**config.mk**
```make
export PLATFORM = sky130hd
export DESIGN_NAME = wb_result_select_flat
export DESIGN_NICKNAME = d
export VERILOG_FILES = /design/src/rtl/wb_result_select_pkg.sv /design/src/rtl/wb_result_select_if.sv /design/src/rtl/wb_result_select_load_align.sv /design/src/rtl/wb_result_select.sv /design/src/flat_wrapper.sv
export SDC_FILE = /design/constraint.sdc
export NUM_CORES = 1
export LEC_CHECK = 0
export ABC_CLOCK_PERIOD_IN_PS = 2600
export CORE_MARGIN = 2
export CORE_UTILIZATION = 47
export DETAILED_ROUTE_END_ITERATION = 8
export GPL_ROUTABILITY_DRIVEN = 0
export GPL_TIMING_DRIVEN = 0
export PLACE_DENSITY = 0.91
export SETUP_SLACK_MARGIN = 0.02
export SLEW_MARGIN = 10
export SYNTH_ARGS = -nofsm -noshare
export SYNTH_HDL_FRONTEND = slang
export SYNTH_HIERARCHICAL = 1
export SYNTH_SLANG_ARGS = --single-unit
```
**constraint.sdc**
```tcl
create_clock -name clk -period 2.6 [get_ports clk]
set_clock_uncertainty 0.05 [all_clocks]
set_input_delay 0.39 -clock clk [delete_from_list [all_inputs] [get_ports clk]]
set_output_delay 0.39 -clock clk [all_outputs]
set_load 0.02 [all_outputs]
```
**src/rtl/wb_result_select_pkg.sv**
```systemverilog
// Shared definitions for the writeback result-select stage.
//   LD_* : load size encodings on in_ld_size
//   ERR_*: bit positions within err_flags
//   cnt_e: skid FIFO occupancy state
package wb_pkg;
  localparam logic [1:0] LD_BYTE = 2'b00;
  localparam logic [1:0] LD_HALF = 2'b01;
  localparam logic [1:0] LD_WORD = 2'b10;
  localparam logic [1:0] LD_RSVD = 2'b11;

  localparam int ERR_SEL   = 0;
  localparam int ERR_ALIGN = 1;

  typedef enum logic [1:0] {
    CNT_EMPTY = 2'd0,
    CNT_ONE   = 2'd1,
    CNT_FULL  = 2'd2
  } cnt_e;
endpackage

```
**src/rtl/wb_result_select_if.sv**
```systemverilog
// Bus between execute/memory, the writeback stage and the register bank.
//   slave : stage side (consumes in_*, out_ready; drives in_ready, out_*, err_flags)
//   master: environment side (upstream producer + register bank)
// Optional WB_RESULT_SELECT_FWD_EN adds fwd_valid/fwd_rd/fwd_data bypass taps.
interface wb_result_select_if #(
  parameter int DATA_W  = 32,
  parameter int NUM_SRC = 4,
  parameter int SEL_W   = 2,
  parameter int REG_AW  = 4
);
  logic                      in_valid;
  logic                      in_ready;
  logic [SEL_W-1:0]          in_sel;
  logic [NUM_SRC*DATA_W-1:0] in_src_data;
  logic [REG_AW-1:0]         in_rd;
  logic [1:0]                in_ld_size;
  logic                      in_ld_signed;
  logic [1:0]                in_byte_off;
  logic                      out_valid;
  logic                      out_ready;
  logic [DATA_W-1:0]         out_data;
  logic [REG_AW-1:0]         out_rd;
  logic [1:0]                err_flags;
`ifdef WB_RESULT_SELECT_FWD_EN
  logic [1:0]                fwd_valid;
  logic [2*REG_AW-1:0]       fwd_rd;
  logic [2*DATA_W-1:0]       fwd_data;
`endif

  modport slave (
    input  in_valid, in_sel, in_src_data, in_rd, in_ld_size, in_ld_signed, in_byte_off,
    input  out_ready,
    output in_ready, out_valid, out_data, out_rd, err_flags
`ifdef WB_RESULT_SELECT_FWD_EN
    , output fwd_valid, fwd_rd, fwd_data
`endif
  );

  modport master (
    output in_valid, in_sel, in_src_data, in_rd, in_ld_size, in_ld_signed, in_byte_off,
    output out_ready,
    input  in_ready, out_valid, out_data, out_rd, err_flags
`ifdef WB_RESULT_SELECT_FWD_EN
    , input fwd_valid, fwd_rd, fwd_data
`endif
  );
endinterface

```
**src/rtl/wb_result_select_load_align.sv**
```systemverilog
// wb_load_align: combinational load data alignment and extension.
//   data_i  : raw 32-bit RAM word
//   size_i  : LD_BYTE / LD_HALF / LD_WORD / LD_RSVD
//   sign_i  : sign-extend byte/half results
//   off_i   : address bits [1:0]
//   data_o  : aligned, extended result
//   err_o   : reserved size or odd half-word offset
module wb_load_align
  import wb_pkg::*;
(
  input  logic [31:0] data_i,
  input  logic [1:0]  size_i,
  input  logic        sign_i,
  input  logic [1:0]  off_i,
  output logic [31:0] data_o,
  output logic        err_o
);
  logic [7:0]  byte_v;
  logic [15:0] half_v;

  always_comb begin
    byte_v = data_i[8*off_i +: 8];
    // Odd half offsets ignore off[0] and pick by off[1] alone.
    half_v = off_i[1] ? data_i[31:16] : data_i[15:0];
    unique case (size_i)
      LD_BYTE: data_o = {{24{sign_i & byte_v[7]}}, byte_v};
      LD_HALF: data_o = {{16{sign_i & half_v[15]}}, half_v};
      default: data_o = data_i;  // word and reserved
    endcase
    err_o = (size_i == LD_RSVD) | ((size_i == LD_HALF) & off_i[0]);
  end
endmodule

```
**src/rtl/wb_result_select.sv**
```systemverilog
// wb_result_select: registered writeback stage.
//   clk, rst_n : clock, async active-low reset
//   bus        : wb_result_select_if.slave (upstream valid/ready with source
//                select and load controls; downstream valid/ready result; err_flags)
// Source 0 is load data and is aligned before enqueue; other sources pass through.
// A 2-entry skid FIFO decouples in_ready from out_ready (in_ready is registered).
// WB_RESULT_SELECT_FWD_EN: exposes both FIFO slots as bypass taps (slot 0 = head).
module wb_result_select
  import wb_pkg::*;
#(
  parameter int DATA_W  = 32,
  parameter int NUM_SRC = 4,
  parameter int SEL_W   = 2,
  parameter int REG_AW  = 4
) (
  input logic               clk,
  input logic               rst_n,
  wb_result_select_if.slave bus
);
  typedef struct packed {
    logic [DATA_W-1:0] data;
    logic [REG_AW-1:0] rd;
  } ent_t;

  cnt_e              cnt_q, cnt_d;
  ent_t              slot_q [2];
  ent_t              slot_d [2];
  ent_t              new_ent;
  logic [1:0]        err_q, err_d;
  logic [DATA_W-1:0] aligned, sel_data;
  logic              align_err, bad_sel, is_ld, push, pop, in_ready, out_valid;

  wb_load_align u_align (
    .data_i (bus.in_src_data[DATA_W-1:0]),
    .size_i (bus.in_ld_size),
    .sign_i (bus.in_ld_signed),
    .off_i  (bus.in_byte_off),
    .data_o (aligned),
    .err_o  (align_err)
  );

  // Source mux; unmatched select falls through to zero data with bad_sel set.
  always_comb begin
    sel_data = '0;
    bad_sel  = 1'b1;
    for (int k = 0; k < NUM_SRC; k++) begin
      if (bus.in_sel == SEL_W'(k)) begin
        bad_sel  = 1'b0;
        sel_data = (k == 0) ? aligned : bus.in_src_data[k*DATA_W +: DATA_W];
      end
    end
    is_ld        = (bus.in_sel == '0);
    new_ent.data = sel_data;
    new_ent.rd   = bus.in_rd;
  end

  assign push = bus.in_valid & in_ready;
  assign pop  = out_valid & bus.out_ready;

  // Occupancy FSM: state register
  always_ff @(posedge clk or negedge rst_n) begin
    if (!rst_n) cnt_q <= CNT_EMPTY;
    else        cnt_q <= cnt_d;
  end

  // Occupancy FSM: next state
  always_comb begin
    cnt_d = cnt_q;
    unique case (cnt_q)
      CNT_EMPTY: if (push) cnt_d = CNT_ONE;
      CNT_ONE:   if (push & !pop) cnt_d = CNT_FULL;
                 else if (pop & !push) cnt_d = CNT_EMPTY;
      CNT_FULL:  if (pop) cnt_d = CNT_ONE;
      default:   cnt_d = CNT_EMPTY;
    endcase
  end

  // Occupancy FSM: outputs
  always_comb begin
    in_ready  = (cnt_q != CNT_FULL);
    out_valid = (cnt_q != CNT_EMPTY);
  end

  // Slot 0 is always the head. It is only overwritten by a shift or a push,
  // so after the last pop it keeps the popped value on out_data/out_rd.
  always_comb begin
    slot_d = slot_q;
    if (pop && cnt_q == CNT_FULL) slot_d[0] = slot_q[1];
    if (push) begin
      if (cnt_q == CNT_EMPTY || (cnt_q == CNT_ONE && pop)) slot_d[0] = new_ent;
      else                                                 slot_d[1] = new_ent;
    end
    err_d = err_q;
    if (push) begin
      err_d[ERR_SEL]   = err_q[ERR_SEL]   | bad_sel;
      err_d[ERR_ALIGN] = err_q[ERR_ALIGN] | (is_ld & align_err);
    end
  end

  always_ff @(posedge clk or negedge rst_n) begin
    if (!rst_n) begin
      slot_q <= '{default: '0};
      err_q  <= '0;
    end else begin
      slot_q <= slot_d;
      err_q  <= err_d;
    end
  end

  assign bus.in_ready  = in_ready;
  assign bus.out_valid = out_valid;
  assign bus.out_data  = slot_q[0].data;
  assign bus.out_rd    = slot_q[0].rd;
  assign bus.err_flags = err_q;

`ifdef WB_RESULT_SELECT_FWD_EN
  assign bus.fwd_valid = {cnt_q == CNT_FULL, cnt_q != CNT_EMPTY};
  assign bus.fwd_rd    = {slot_q[1].rd, slot_q[0].rd};
  assign bus.fwd_data  = {slot_q[1].data, slot_q[0].data};
`endif
endmodule

```
**src/flat_wrapper.sv**
```systemverilog
// flat-port wrapper written by rule: the top's interface ports become plain ports
module wb_result_select_flat import wb_pkg::*;
#(
  parameter int DATA_W  = 32,
  parameter int NUM_SRC = 4,
  parameter int SEL_W   = 2,
  parameter int REG_AW  = 4
)
  (clk, rst_n, bus_in_valid, bus_in_sel, bus_in_src_data, bus_in_rd, bus_in_ld_size, bus_in_ld_signed, bus_in_byte_off, bus_out_ready, bus_in_ready, bus_out_valid, bus_out_data, bus_out_rd, bus_err_flags);
  wb_result_select_if #(.DATA_W(DATA_W), .NUM_SRC(NUM_SRC), .SEL_W(SEL_W), .REG_AW(REG_AW)) bus_i ();
  input logic clk;
  input logic rst_n;
  input wire logic [$bits(bus_i.in_valid)-1:0] bus_in_valid;
  input wire logic [$bits(bus_i.in_sel)-1:0] bus_in_sel;
  input wire logic [$bits(bus_i.in_src_data)-1:0] bus_in_src_data;
  input wire logic [$bits(bus_i.in_rd)-1:0] bus_in_rd;
  input wire logic [$bits(bus_i.in_ld_size)-1:0] bus_in_ld_size;
  input wire logic [$bits(bus_i.in_ld_signed)-1:0] bus_in_ld_signed;
  input wire logic [$bits(bus_i.in_byte_off)-1:0] bus_in_byte_off;
  input wire logic [$bits(bus_i.out_ready)-1:0] bus_out_ready;
  output wire logic [$bits(bus_i.in_ready)-1:0] bus_in_ready;
  output wire logic [$bits(bus_i.out_valid)-1:0] bus_out_valid;
  output wire logic [$bits(bus_i.out_data)-1:0] bus_out_data;
  output wire logic [$bits(bus_i.out_rd)-1:0] bus_out_rd;
  output wire logic [$bits(bus_i.err_flags)-1:0] bus_err_flags;
  assign bus_i.in_valid = bus_in_valid;
  assign bus_i.in_sel = bus_in_sel;
  assign bus_i.in_src_data = bus_in_src_data;
  assign bus_i.in_rd = bus_in_rd;
  assign bus_i.in_ld_size = bus_in_ld_size;
  assign bus_i.in_ld_signed = bus_in_ld_signed;
  assign bus_i.in_byte_off = bus_in_byte_off;
  assign bus_i.out_ready = bus_out_ready;
  assign bus_in_ready = bus_i.in_ready;
  assign bus_out_valid = bus_i.out_valid;
  assign bus_out_data = bus_i.out_data;
  assign bus_out_rd = bus_i.out_rd;
  assign bus_err_flags = bus_i.err_flags;
  wb_result_select #(.DATA_W(DATA_W), .NUM_SRC(NUM_SRC), .SEL_W(SEL_W), .REG_AW(REG_AW)) u_core (.clk(clk), .rst_n(rst_n), .bus(bus_i));
endmodule
```
==> Word level (Yosys, flattened, before mapping) <==
Index checks and enable logic that the tools add are counted.
Widths: inputs -> output; s select.
{ "word_totals": {"reg_bits": 76, "inputBits": 143, "out_inout_bits": 40, "word_cells": 60} }
{ "op_classes": {"n_eq_ne": 11, "shift": 1, "muxes": 19, "bitwise_logic": 12, "n_reduce_logical": 11} }
{ "ops": {"columns": ["cell", "n"], "rows": [
  ["$mux 32", 4],
  ["$mux 36", 3],
  ["$mux 72", 1],
  ["$pmux 32 s2", 1],
  ["$shiftx 32x6->8", 1],
  ["$mux 16", 1],
  ["$and 1x1->1", 8],
  ["$eq 2x2->1 const B", 4],
  ["$mux 2", 4],
  ["$eq 2x1->1 const B", 3],
  ["$logic_not 2->1", 3],
  ["$pmux 2 s3", 1],
  ["$mux 1", 4],
  ["$ne 2x1->1 const B", 2],
  ["$ne 3x1->1 const B", 1],
  ["$or 1x1->1", 3],
  ["$reduce_and 3->1", 1],
  ["$logic_and 1x1->1", 2],
  ["$logic_not 1->1", 2],
  ["$ne 2x2->1 const B", 1],
  ["$reduce_and 2->1", 1],
  ["$reduce_bool 2->1", 1],
  ["$logic_or 1x1->1", 1],
  ["$not 1->1", 1]
]} }

==> Logic depth before layout (Yosys ltp) <==
{ "depth": {"depth_word": 9, "ltp_mapped": 8, "mapped_depth_nobuf": 6} }

==> Cells and area by module <==
Netlist, hierarchy kept.
{ "by_module_without_submodules": {"columns": ["module", "instances", "cells_per_inst", "area_per_inst_um2", "seq_area_each_um2"], "rows": [
  ["wb_result_select", 1, 288, 4720.8, 1901.8],
  ["wb_load_align", 1, 124, 699.4, 0.0]
]} }

==> Least setup slack after synthesis <==
Ideal clock, no wire load.
{ "synth_timing": {"kind": "input-to-reg", "from": "input bus_in_byte_off[1]", "to": "register u_core.slot_q, in the netlist u_core/bus.out_data[13]", "setup_time_ps": 125, "t_arrival_ps": 1844, "t_required_ps": 2425, "path_slack_ps": 580, "stages": 6, "n_path_buf": 1, "cell_sequence": "nor2b_1 > buf_2 > a21o_1 > a221o_1 > mux4_1 > mux2_4"} }
{ "synth_lines": {"columns": ["element", "line_no", "rtl"], "rows": [
  ["start: declaration", "flat_wrapper.sv:19", "input wire logic [$bits(bus_i.in_byte_off)-1:0] bus_in_byte_off;"],
  ["end signal: assignment", "wb_result_select.sv:105", "slot_q <= slot_d;"],
  ["end: declaration", "wb_result_select.sv:26", "ent_t slot_q [2];"]
]} }

==> Final worst setup path <==
{ "layout_timing": {"from": "input bus_in_byte_off[0]", "to": "register u_core/slot_q[4] (netlist bit)"} }
{ "layout_between": {"elab_chain_cells": 6} }
{ "layout_rtl": {"columns": ["element", "line_no", "rtl"], "rows": [
  ["$shiftx 32x6->8", "wb_result_select_load_align.sv:22", "byte_v = data_i[8*off_i +: 8];"],
  ["$pmux 32 s2", "wb_result_select_load_align.sv:25", "unique case (size_i)"],
  ["via u_core.aligned[0]", "wb_result_select.sv:30", "logic [DATA_W-1:0] aligned, sel_data;"],
  ["$mux 32 (4 in a row)", "wb_result_select.sv:47", "if (bus.in_sel == SEL_W'(k)) begin"]
]} }
The timed path passes the listed nets, and every way through them passes these cells.
A chain may end at the register's enable or synchronous reset.

==> impl_metrics.py <==
metrics = {
    "power": {
        "sw_share_pct": 30.7,
        "p_per_area_nw_per_um2": 887,
        "ir_drop_mv": 0.606,
        "power_leakage_nw": 3.53,
        "switchingPower_mw": 2.10,
        "pwr-share-comb_pct": 53.0,
        "design_power_total_mw": 6.84,
        "power.sequential.fraction_pct": 31.2,
        "internal_power_mw": 4.74,
        "pwr-share-clk_pct": 15.8,
    },
    "layout": {
        "post_route_cells_drive_above_1_share_pct": 34.8,
        "fin_cells": 753,
        "area_growth_syn_to_layout_pct": 42.2,
        "utilization_pct": 68.1,
        "insertedDiodeCount": 0,
        "final_net_count": 750,
    },
    "global_route": {
        "grt_use_met1_pct": 29.9,
        "groute.layer.met2.usage_pct": 45.7,
        "global_route.overflow_total": 0,
        "gr-usage-met3_pct": 4.46,
        "grt_max_degree": 43,
        "vias_in_the_first_global_route": 4487,
        "grt_use_total_pct": 25.3,
        "antenna_found_initial": 0,
        "gr-max-usage-layer": "met2",
        "global_route_wire_length_before_repair_um": 24200,
    },
    "setup_path": {
        "critPathMaxFanout": 10,
        "cp-end-kind": "flip-flop",
        "timing.reg2reg.setup_slack_ns": 0.61,
        "timing.critical_path.required_ns": 2.76,
        "timing.critical_path.slowest_stage_cell": "sky130_fd_sc_hd__clkdlybuf4s50_1",
        "worstSetupStartpoint": "bus_in_byte_off[0]",
        "critical_path_cell_count": 8,
        "cp_buf_inv_count": 2,
        "worst_case_reg_to_reg_path_depth": 5,
        "critPathKind": "input port to flip-flop",
        "chain_of_cells_forming_the_critical_path": "clkdlybuf4s50_1, nor2b_1, buf_4, nor2b_2, a22oi_2, o21ai_0, mux4_1, mux2_2",
        "critical_r2r_capture": "u_core/cnt_q[1]$_DFFE_PN0P_",
        "start_kind": "input port",
        "regToRegStartpoint": "u_core/cnt_q[1]$_DFFE_PN0P_",
        "worstPathArrival_ns": 2.69,
        "cp_slowest_stage_delay_ns": 0.56,
        "cpLargestDelayFamily": "multiplexers",
        "cp-endpoint": "u_core/slot_q[4]$_DFFE_PN0P_",
    },
    "routing": {
        "drtAntennaViolNets": 0,
        "routed-via-count": 4111,
        "drt_first_iter_violations": 192,
        "routed_wirelength_normalized_by_instance_count_um": 20.5,
        "wirelength_um": 15500,
        "route.detailed.drc": 0,
        "via_per_inst": 5.46,
        "drt_pre_antenna_iters": 4,
    },
    "timing": {
        "holdWs_ns": 0.408,
        "max_freq_mhz": 395,
        "layout_min_cycle_time_ns": 2.53,
        "finalHoldViolations": 0,
        "timing_max_transition_violations_final": 0,
        "rsz0062_at_grt": "yes",
        "worst-slew-pin-transition_ns": 0.665,
        "report.final.setup_viol": 0,
        "slew_hr_pct": 55.6,
        "period_share_pct": 97.4,
        "post-route-worst-setup-slack_ns": 0.0687,
    },
    "clock_tree": {
        "cts.clk_slew.worst_paths_ns": 0.06,
        "cts_root_buffer": "sky130_fd_sc_hd__clkbuf_16",
        "clkLatencyLatePin_ns": 0.33,
        "cts_htree_levels": 3,
        "cts_inserted_buffers": 9,
        "tritoncts": "yes",
        "numClockSinks": 76,
        "max-clock-path-buffers": 2,
    },
    "synth": {
        "synth_seq_area_share_pct": 35.1,
        "synth_async_sr_flop_share_pct": 100,
        "synth_largest_type_area_fraction_pct": 35.1,
        "post_synth_inst_count": 412,
        "syn_area_per_cell_um2": 13.2,
        "synthDominantAreaCellType": "sky130_fd_sc_hd__dfrtp_1",
        "post_synth_instance_area_um2": 5420,
        "number_of_synthesized_flops_with_an_enable_pin": 0,
        "synth.area.top_cells": "sky130_fd_sc_hd__dfrtp_1 35%, sky130_fd_sc_hd__mux2_4 16%, sky130_fd_sc_hd__mux2_2 10%, sky130_fd_sc_hd__mux4_2 7.5%, sky130_fd_sc_hd__mux4_1 6.8%",
        "synth.ff_latch_count": 76,
        "synth_cell_type_count": 44,
        "synth_ff_type": "sky130_fd_sc_hd__dfrtp_1",
        "synth_nets": 556,
        "yosys_warnings": 6,
    },
    "run_status": {
        "run_status": "completed",
    },
    "floorplanning": {
        "floorplan.io_pins": 183,
        "die_area_um2": 12400,
        "die_height_um": 111,
        "die_w_um": 111,
        "floorplan.initialDensity_pct": 47.9,
        "core.rowCount": 39,
        "fp.coreArea_um2": 11300,
    },
    "place": {
        "dpl_worst_slack_ns": -0.318,
        "buffer_ports.inserted": 180,
        "placed_cells": 736,
        "dp.final_hpwl_um": 12300,
    },
    "job": {
        "maxCapViolations": 0,
    },
    "min_path": {
        "path_class_of_the_lowest_slack_min_delay_path": "flip-flop to flip-flop",
    },
}
cell type report:
type	count	area, um^2
clock buffer	12	236
buffer	66	553
inverter	4	15.0
multi-input combinational	266	2970
timing repair buffer	183	1840
tap	143	179
sequential	76	1900
clock inverter	3	15.0
fill	825	3610
synthesized netlist by cell type (3+ instances only):
cell,count
sky130_fd_sc_hd__a21o_1,3
sky130_fd_sc_hd__a21oi_1,3
sky130_fd_sc_hd__a221o_1,8
sky130_fd_sc_hd__a22oi_1,5
sky130_fd_sc_hd__a2bb2oi_1,3
sky130_fd_sc_hd__buf_12,3
sky130_fd_sc_hd__buf_2,4
sky130_fd_sc_hd__buf_4,42
sky130_fd_sc_hd__buf_6,7
sky130_fd_sc_hd__clkbuf_1,6
sky130_fd_sc_hd__clkbuf_8,3
sky130_fd_sc_hd__dfrtp_1,76
sky130_fd_sc_hd__inv_1,4
sky130_fd_sc_hd__mux2_2,50
sky130_fd_sc_hd__mux2_4,59
sky130_fd_sc_hd__mux2i_1,3
sky130_fd_sc_hd__mux4_1,14
sky130_fd_sc_hd__mux4_2,18
sky130_fd_sc_hd__nand2_1,56
sky130_fd_sc_hd__nand2b_1,7
sky130_fd_sc_hd__nor2_1,5
sky130_fd_sc_hd__nor2b_1,5
sky130_fd_sc_hd__o21ai_0,5
sky130_fd_sc_hd__o22a_1,3
how the worst min path moves through the flow:
stage | cells past startpoint | slack [ns] | to | start
finish | 1 | 0.41 | u_core/bus.err_flags[0]$_DFFE_PN0P_ | u_core/bus.err_flags[0]$_DFFE_PN0P_
global route | 1 | 0.43 | u_core/bus.err_flags[0]$_DFFE_PN0P_ | u_core/bus.err_flags[0]$_DFFE_PN0P_
floorplan | 0 | 0.04 | u_core/bus.err_flags[0]$_DFFE_PN0P_ | rst_n
detailed placement | 1 | 0.32 | u_core/bus.err_flags[0]$_DFFE_PN0P_ | rst_n
global placement | 1 | 0.39 | u_core/bus.err_flags[0]$_DFFE_PN0P_ | u_core/bus.err_flags[0]$_DFFE_PN0P_
CTS | 1 | 0.41 | u_core/bus.err_flags[0]$_DFFE_PN0P_ | u_core/bus.err_flags[0]$_DFFE_PN0P_
what timing repair did:
item,in CTS,in global routing
buffers inserted,0,1
setup endpoints to repair,0,20
hold buffers,1,0
hold endpoints to repair,34,0
gates resized for setup,0,6
sequential cells by signal, indices dropped and copies added (netlist names):
name,cells
u_core/slot_q,36
u_core/bus.out_data,32
u_core/bus.out_rd,4
u_core/bus.err_flags,2
u_core/cnt_q,2
layout by cell type (no fill, tap or decap), types with 3 or more instances in the layout:
cell type	n
sky130_fd_sc_hd__clkbuf_1	9
sky130_fd_sc_hd__nand2_1	56
sky130_fd_sc_hd__a2bb2oi_1	3
sky130_fd_sc_hd__buf_6	7
sky130_fd_sc_hd__o21ai_0	5
sky130_fd_sc_hd__mux2i_1	3
sky130_fd_sc_hd__nor2_1	5
sky130_fd_sc_hd__mux2_4	59
sky130_fd_sc_hd__clkbuf_16	9
sky130_fd_sc_hd__dfrtp_1	76
sky130_fd_sc_hd__inv_1	4
sky130_fd_sc_hd__a22oi_2	3
sky130_fd_sc_hd__mux4_1	14
sky130_fd_sc_hd__a21oi_1	3
sky130_fd_sc_hd__clkdlybuf4s50_1	178
sky130_fd_sc_hd__mux2_2	50
sky130_fd_sc_hd__buf_4	45
sky130_fd_sc_hd__nor2b_1	5
sky130_fd_sc_hd__a221o_1	8
sky130_fd_sc_hd__o22a_1	3
sky130_fd_sc_hd__clkinv_2	3
sky130_fd_sc_hd__buf_2	3
sky130_fd_sc_hd__clkbuf_8	3
sky130_fd_sc_hd__a21o_1	3
sky130_fd_sc_hd__buf_12	4
sky130_fd_sc_hd__nand2b_1	7
sky130_fd_sc_hd__mux4_2	18
power groups by stage:
stage	Clock, mW	Combinational, mW	Sequential (mW)
floorplan	0	2.50	2.01
global placement	0	3.49	2.08
detailed placement	0	3.61	2.14
CTS	1.10	3.64	2.13
global route	1.16	3.82	2.20
finish	1.08	3.62	2.13
cells by family after synthesis:
group	count (synthesis)	share of synthesized area, %
AO/OA/AOI/OAI	39	5.63
AND/OR/NAND/NOR	82	7.06
multiplexers	144	41.6
adder cells (fa/ha/maj)	1	0.231
buffers and inverters	70	10.4
flip-flops	76	35.1
routing by layer:
metal | vias to the layer above | routed length (um)
met5 | - | 0
met4 | 0 | 493
met3 | 29 | 837
met2 | 161 | 8080
met1 | 2051 | 6050
li1 | 1870 | -
stage by stage:
step                instance area [um^2]  TNS [ns]
finish                              7710         0
floorplan                           5420         0
detailed placement                  7420     -9.56
CTS                                 7680         0
global route                        7710   -0.0793
global placement                    7400   -107.94
No activity file was read; power rests on OpenSTA's default activity.
